File: config.mk
export PLATFORM = sky130hd
export DESIGN_NAME = mul_seq
export DESIGN_NICKNAME = d
export VERILOG_FILES = /design/src/rtl/cpu_pkg.sv /design/src/rtl/mul_seq.sv
export SDC_FILE = /design/constraint.sdc
export NUM_CORES = 1
export LEC_CHECK = 0
export ABC_AREA = 1
export ABC_CLOCK_PERIOD_IN_PS = 11280
export CELL_PAD_IN_SITES_DETAIL_PLACEMENT = 1
export CELL_PAD_IN_SITES_GLOBAL_PLACEMENT = 1
export CORE_MARGIN = 2
export CORE_UTILIZATION = 43
export DETAILED_ROUTE_END_ITERATION = 8
export PLACE_DENSITY_LB_ADDON = 0.1
export SLEW_MARGIN = 15
export SYNTH_ARGS = -nofsm -noshare
export SYNTH_HDL_FRONTEND = slang
export SYNTH_SLANG_ARGS = --single-unit
File: constraint.sdc
create_clock -name clk -period 11.28 [get_ports clk]
set_input_delay 2.82 -clock clk [delete_from_list [all_inputs] [get_ports clk]]
set_output_delay 2.82 -clock clk [all_outputs]
set_load 0.1 [all_outputs]
File: src/rtl/cpu_pkg.sv
// Shared control-unit constants: control-word bit positions, multiplier FSM encoding, datapath width.
// No logic; pure declarations.
// Imported by the multiplier and the ACC/MR register logic.
package cpu_pkg;

  // Control-word bit indices
  localparam int MR_CLEAR   = 21;
  localparam int MUL_START  = 22;
  localparam int MUL_SIGNED = 23;

  // Datapath width of ACC / MR
  localparam int DATA_W = 16;

  // Multiplier FSM encoding
  localparam logic [1:0] ST_IDLE = 2'd0;
  localparam logic [1:0] ST_CALC = 2'd1;
  localparam logic [1:0] ST_FIX  = 2'd2;
  localparam logic [1:0] ST_DONE = 2'd3;

  typedef enum logic [1:0] {
    S_IDLE = ST_IDLE,
    S_CALC = ST_CALC,
    S_FIX  = ST_FIX,
    S_DONE = ST_DONE
  } mul_state_e;

endpackage

File: src/rtl/mul_seq.sv
// Sequential 16x16 radix-2 shift-add multiplier; signed via magnitudes plus final negate.
// Latency 17 cycles start-to-done; one-cycle done/acc_we/mr_we pulse.
// No backpressure: start is ignored while busy, nothing is queued.
module mul_seq
  import cpu_pkg::*;
#(
  parameter int START_BIT  = MUL_START,
  parameter int SIGNED_BIT = MUL_SIGNED
) (
  input  logic              clk,
  input  logic              rst,
  input  logic [31:0]       control_signal,
  input  logic [DATA_W-1:0] a_in,
  input  logic [DATA_W-1:0] b_in,
  output logic              busy,
  output logic              done,
  output logic              acc_we,
  output logic              mr_we,
  output logic [DATA_W-1:0] acc_out,
  output logic [DATA_W-1:0] mr_out,
  output logic              ovf
);

  mul_state_e            r_state;
  logic [DATA_W-1:0]     r_mcand;
  logic [DATA_W-1:0]     r_mplr;
  logic [2*DATA_W-1:0]   r_prod;
  logic [4:0]            r_cnt;
  logic                  r_neg;
  logic                  r_signed;

  logic                  w_start;
  logic                  w_sgn;
  logic [DATA_W-1:0]     w_a_mag;
  logic [DATA_W-1:0]     w_b_mag;
  logic [DATA_W:0]       w_sum;
  logic [2*DATA_W-1:0]   w_res;
  logic                  w_ovf;
  logic                  w_unused_ctrl;

  assign w_start = control_signal[START_BIT];
  assign w_sgn   = control_signal[SIGNED_BIT];

  // Only the two multiplier bits of the control word matter here
  assign w_unused_ctrl = ^control_signal;

  // Magnitudes: -(0x8000) wraps back to 0x8000, which is the correct unsigned magnitude
  assign w_a_mag = (w_sgn && a_in[DATA_W-1]) ? (~a_in + 1'b1) : a_in;
  assign w_b_mag = (w_sgn && b_in[DATA_W-1]) ? (~b_in + 1'b1) : b_in;

  // Add multiplicand into the upper half with carry-out; the carry becomes bit 31 after the shift
  assign w_sum = {1'b0, r_prod[2*DATA_W-1:DATA_W]} +
                 {1'b0, (r_mplr[0] ? r_mcand : {DATA_W{1'b0}})};

  // Sign fix-up and overflow test on the final product
  assign w_res = r_neg ? (~r_prod + 1'b1) : r_prod;
  assign w_ovf = r_signed ? (w_res[2*DATA_W-1:DATA_W] != {DATA_W{w_res[DATA_W-1]}})
                          : (w_res[2*DATA_W-1:DATA_W] != {DATA_W{1'b0}});

  // Control FSM, shift-add datapath and registered outputs
  always_ff @(posedge clk or posedge rst) begin
    if (rst) begin
      r_state  <= S_IDLE;
      r_mcand  <= '0;
      r_mplr   <= '0;
      r_prod   <= '0;
      r_cnt    <= '0;
      r_neg    <= 1'b0;
      r_signed <= 1'b0;
      busy     <= 1'b0;
      done     <= 1'b0;
      acc_we   <= 1'b0;
      mr_we    <= 1'b0;
      acc_out  <= '0;
      mr_out   <= '0;
      ovf      <= 1'b0;
    end else begin
      case (r_state)
        S_IDLE: begin
          if (w_start) begin
            r_mcand  <= w_a_mag;
            r_mplr   <= w_b_mag;
            r_signed <= w_sgn;
            r_neg    <= w_sgn & (a_in[DATA_W-1] ^ b_in[DATA_W-1]);
            r_prod   <= '0;
            r_cnt    <= '0;
            busy     <= 1'b1;
            r_state  <= S_CALC;
          end
        end
        S_CALC: begin
          r_prod <= {w_sum, r_prod[DATA_W-1:1]};
          r_mplr <= r_mplr >> 1;
          r_cnt  <= r_cnt + 5'd1;
          if (r_cnt == 5'd15) begin
            r_state <= S_FIX;
          end
        end
        S_FIX: begin
          acc_out <= w_res[2*DATA_W-1:DATA_W];
          mr_out  <= w_res[DATA_W-1:0];
          ovf     <= w_ovf;
          done    <= 1'b1;
          acc_we  <= 1'b1;
          mr_we   <= 1'b1;
          r_state <= S_DONE;
        end
        S_DONE: begin
          done    <= 1'b0;
          acc_we  <= 1'b0;
          mr_we   <= 1'b0;
          busy    <= 1'b0;
          r_state <= S_IDLE;
        end
        default: begin
          r_state <= S_IDLE;
        end
      endcase
    end
  end

endmodule

==> run summary <==
====================================================================================================
Worst-margin pin slew                                                                         988 ps
Sequential cell area fraction in the yosys report                                              0.398
Launch point of the worst hold path                                                        mr_out[7]
Master cell of the clock root buffer                                                    sky130_fd_sc_hd__clkbuf_16
Clock latency on the worst-skew pair                                                          360 ps
Ratio of final minimum period to clock period                                                  0.423
Standard-cell rows                                                                                45
Total of warnings raised by yosys                                                                  0
Area of the die                                                                          0.0168 mm^2
Detail Placement HPWL                                                                        14.7 mm
Adder and majority cell fraction of the synthesized area                                      0.0491
Buffers plus inverters on the worst setup path                                                     2
Via count of the routed design                                                                  6387
Last weighted congestion value of the routability-driven placer                                0.883
Largest delay contributor family on the critical path                                   buffers and inverters
Max FO, Critical Path                                                                             25
All-layer global routing usage                                                                 0.242
Number of nets produced by synthesis                                                            1040
Layout cells sized above 1                                                                    0.0525
Mux share of post-synthesis cell area                                                              0
Sink Count                                                                                       108
Number of buffers added by the clock tree synthesis step                                           9
Wire length of the first global-routing pass                                                 31.8 mm
IO Port Bufs                                                                                      72
Critical path's largest stage delay                                                           700 ps
Worst clock skew                                                                             7.23 ps
Netlist area before placement                                                           0.00679 mm^2
Via-per-instance ratio                                                                          5.24
Syn avg cell area                                                                          7.16 um^2
Largest family of logic cells by synthesized area                                       simple AND/OR/NAND/NOR gates
Register-to-register setup slack                                                             8010 ps
Number of nets in the final layout                                                              1096
Length in cells of the worst reg-to-reg path                                                       8
Final max-slew violation count                                                                     0
CTS hold repair buffers                                                                            0
Area growth from synthesis to final layout                                                     17.6%
Clock tree buffer depth                                                                            2
Max-Slew Margin vs Limit                                                                       0.339
Number of max-capacitance violations reported                                                      0
Cell depth of the worst min-delay path                                                             2
Count of boundary I/O pins                                                                       103
Crit Reg-Reg Endpoint                                                                     r_prod[21]
Wire length per cell after detailed routing                                                  15.8 um
Basic-gate share of the synthesized area counting and, or, nand and nor cells                  0.278
Post-CTS Setup Repair Bufs                                                                         0
Arrival @ worst endpoint                                                                     5050 ps
Number of cells produced by synthesis                                                            948
Complex-gate fraction of the synthesized area                                                  0.163
Final hold violation count                                                                         0
Outcome                                                                                 finished, final reports clean
Startpoint of the lowest-slack register-to-register path                                  r_state[1]
Die W                                                                                         130 um
Sum of negative setup slack                                                                     0 ps
Antenna violations before repair                                                                   0
Category of the worst setup path capture point                                                  flop
CP Cell Sequence                                                                        clkdlybuf4s50_1, nor2_1, nor2_1, inv_2, a21oi_1, o21ai_0, o21ai_0
Floorplan Core Area                                                                      0.0153 mm^2
TritonRoute pass-1 iters                                                                           5
Height of the chip                                                                            130 um
TritonCTS clock tree                                                                            done
Total congestion overflow                                                                          0
Distinct cell type count after synthesis                                                          36
Crit Path Category                                                                            in2reg
Share of the synthesized netlist area taken by xor and xnor gates                             0.0349
Flops & latches, synth                                                                           108
Post-detailed-route count of antenna-violating nets                                                0
Post-cts repair resize count                                                                       0
Ys async rst share                                                                              1.00
Final worst path period need                                                                 4770 ps
Element type at the critical path start                                                    input pin
Hold path endpoint                                                                         mr_out[7]
Class of the most critical hold timing path                                                  reg2reg
Number of endpoints failing setup at the final stage                                               0
Unrepaired setup endpoints after global routing                                                false
Number of global-route vias before repair                                                       6452
Number of enable flip-flop cells after synthesis                                                   0
Maximum number of pins on one net before global-route repair                                      58
Crit path max-delay cell type                                                           sky130_fd_sc_hd__nor2_1
Maximum clock frequency                                                                      209 MHz
Most used DFF post-synth                                                                sky130_fd_sc_hd__dfrtp_1
Data required time at the worst endpoint                                                    11560 ps
First-iteration detailed-routing DRC count                                                       242
Clock-pin slew reported for the worst setup and hold paths after clock tree synthesis          70 ps
DRC violations left                                                                                0
Wire length after detailed routing                                                           19.3 mm
Maximum level of the CTS H-tree                                                                    3
Antenna fix cells                                                                                  0
Effective utilization at floorplan                                                             0.443
====================================================================================================
## cell type report
class | count | area [um^2]
Fill cell | 2004 | 7340
Multi-Input combinational cell | 707 | 3580
Sequential cell | 108 | 2700
Timing Repair Buffer | 76 | 751
Inverter | 102 | 385
Tap cell | 211 | 264
Clock buffer | 12 | 246
Clock inverter | 4 | 48.8
## synth_stat cells (6+ instances only)
library cell	n	share of area
sky130_fd_sc_hd__a21oi_1	40	0.030
sky130_fd_sc_hd__a31oi_1	17	0.016
sky130_fd_sc_hd__clkbuf_1	20	0.011
sky130_fd_sc_hd__dfrtp_1	108	0.40
sky130_fd_sc_hd__ha_1	25	0.046
sky130_fd_sc_hd__inv_1	99	0.055
sky130_fd_sc_hd__nand2_1	254	0.14
sky130_fd_sc_hd__nand2_2	13	0.012
sky130_fd_sc_hd__nand3_1	47	0.035
sky130_fd_sc_hd__nor2_1	111	0.061
sky130_fd_sc_hd__nor2_2	6	0.0055
sky130_fd_sc_hd__nor3_1	10	0.0074
sky130_fd_sc_hd__o211ai_1	12	0.013
sky130_fd_sc_hd__o21ai_0	89	0.066
sky130_fd_sc_hd__o22ai_1	25	0.023
sky130_fd_sc_hd__xor2_1	22	0.028
## state kept, by name, indices dropped and copies added (netlist names)
name      flops
ovf           1
mr_out       16
r_neg         1
r_signed      1
acc_out      16
r_state       2
mr_we         1
r_mplr       16
busy          1
r_mcand      16
r_prod       32
r_cnt         5
## worst max-delay path by stage
stage	from	to	slack, ps	depth (start not counted)
detailed placement	control_signal[22]	r_mplr[1]	5910	7
floorplan	rst	acc_out[0]	5610	1
global placement	control_signal[22]	r_cnt[1]	5950	6
finish	control_signal[22]	r_prod[21]	6510	7
CTS	control_signal[22]	r_mplr[1]	6270	6
global route	control_signal[22]	r_prod[21]	6350	7
## cell families after synthesis
kind of cell / Yosys count
AND/OR/NAND/NOR: 456
AO/OA/AOI/OAI: 198
buffers and inverters: 133
flip-flops: 108
XOR/XNOR: 27
adder cells (fa/ha/maj): 26
## through the flow
stage               setup slack, ps  cell area (um^2)  cells   util  hold WS, ps
finish                         6510              7980   1220  0.521          478
global route                   6350              7980   1220  0.521          515
CTS                            6270              7980   1220  0.521          483
detailed placement             5910              7680   1204  0.501          465
global placement               5950              7680   1204  0.501          463
floorplan                      5610              6790    948      -          449
## worst min-delay path, cell delays in order (launching register included)
cell and delay [ps]:
sky130_fd_sc_hd__dfrtp_1 340, sky130_fd_sc_hd__nand2_1 50, sky130_fd_sc_hd__nand2_1 50
## placed cells by master (no fill, tap or decap), types with 2 or more instances in the layout
| cell type | count |
|---|---|
| sky130_fd_sc_hd__clkbuf_1 | 2 |
| sky130_fd_sc_hd__nor2_4 | 2 |
| sky130_fd_sc_hd__o21bai_1 | 2 |
| sky130_fd_sc_hd__nor2_1 | 111 |
| sky130_fd_sc_hd__clkbuf_16 | 9 |
| sky130_fd_sc_hd__buf_4 | 4 |
| sky130_fd_sc_hd__or2_2 | 5 |
| sky130_fd_sc_hd__nand2_2 | 14 |
| sky130_fd_sc_hd__xnor2_1 | 5 |
| sky130_fd_sc_hd__a31oi_1 | 17 |
| sky130_fd_sc_hd__o22ai_1 | 25 |
| sky130_fd_sc_hd__o21ai_1 | 2 |
| sky130_fd_sc_hd__o211ai_1 | 12 |
| sky130_fd_sc_hd__dfrtp_1 | 108 |
| sky130_fd_sc_hd__nor2_2 | 6 |
| sky130_fd_sc_hd__clkdlybuf4s50_1 | 72 |
| sky130_fd_sc_hd__ha_1 | 25 |
| sky130_fd_sc_hd__nand2_4 | 2 |
| sky130_fd_sc_hd__inv_1 | 98 |
| sky130_fd_sc_hd__inv_2 | 3 |
| sky130_fd_sc_hd__a21oi_1 | 40 |
| sky130_fd_sc_hd__nand2_1 | 253 |
| sky130_fd_sc_hd__a21o_1 | 2 |
| sky130_fd_sc_hd__nor3_1 | 10 |
| sky130_fd_sc_hd__o31ai_1 | 3 |
| sky130_fd_sc_hd__clkinv_2 | 2 |
| sky130_fd_sc_hd__o21ai_0 | 89 |
| sky130_fd_sc_hd__xor2_1 | 22 |
| sky130_fd_sc_hd__nand4_1 | 5 |
| sky130_fd_sc_hd__nand3_1 | 47 |
## metal layers
layer	share of wire	GRT usage
met1	0.45	0.300
met2	0.50	0.426
met3	0.027	0.0434
met4	0.025	0.0778
met5	0	0
Power is left out: the tool's default activity adds up to more than one toggle a clock period on the data nets, which glitch-free logic cannot reach.
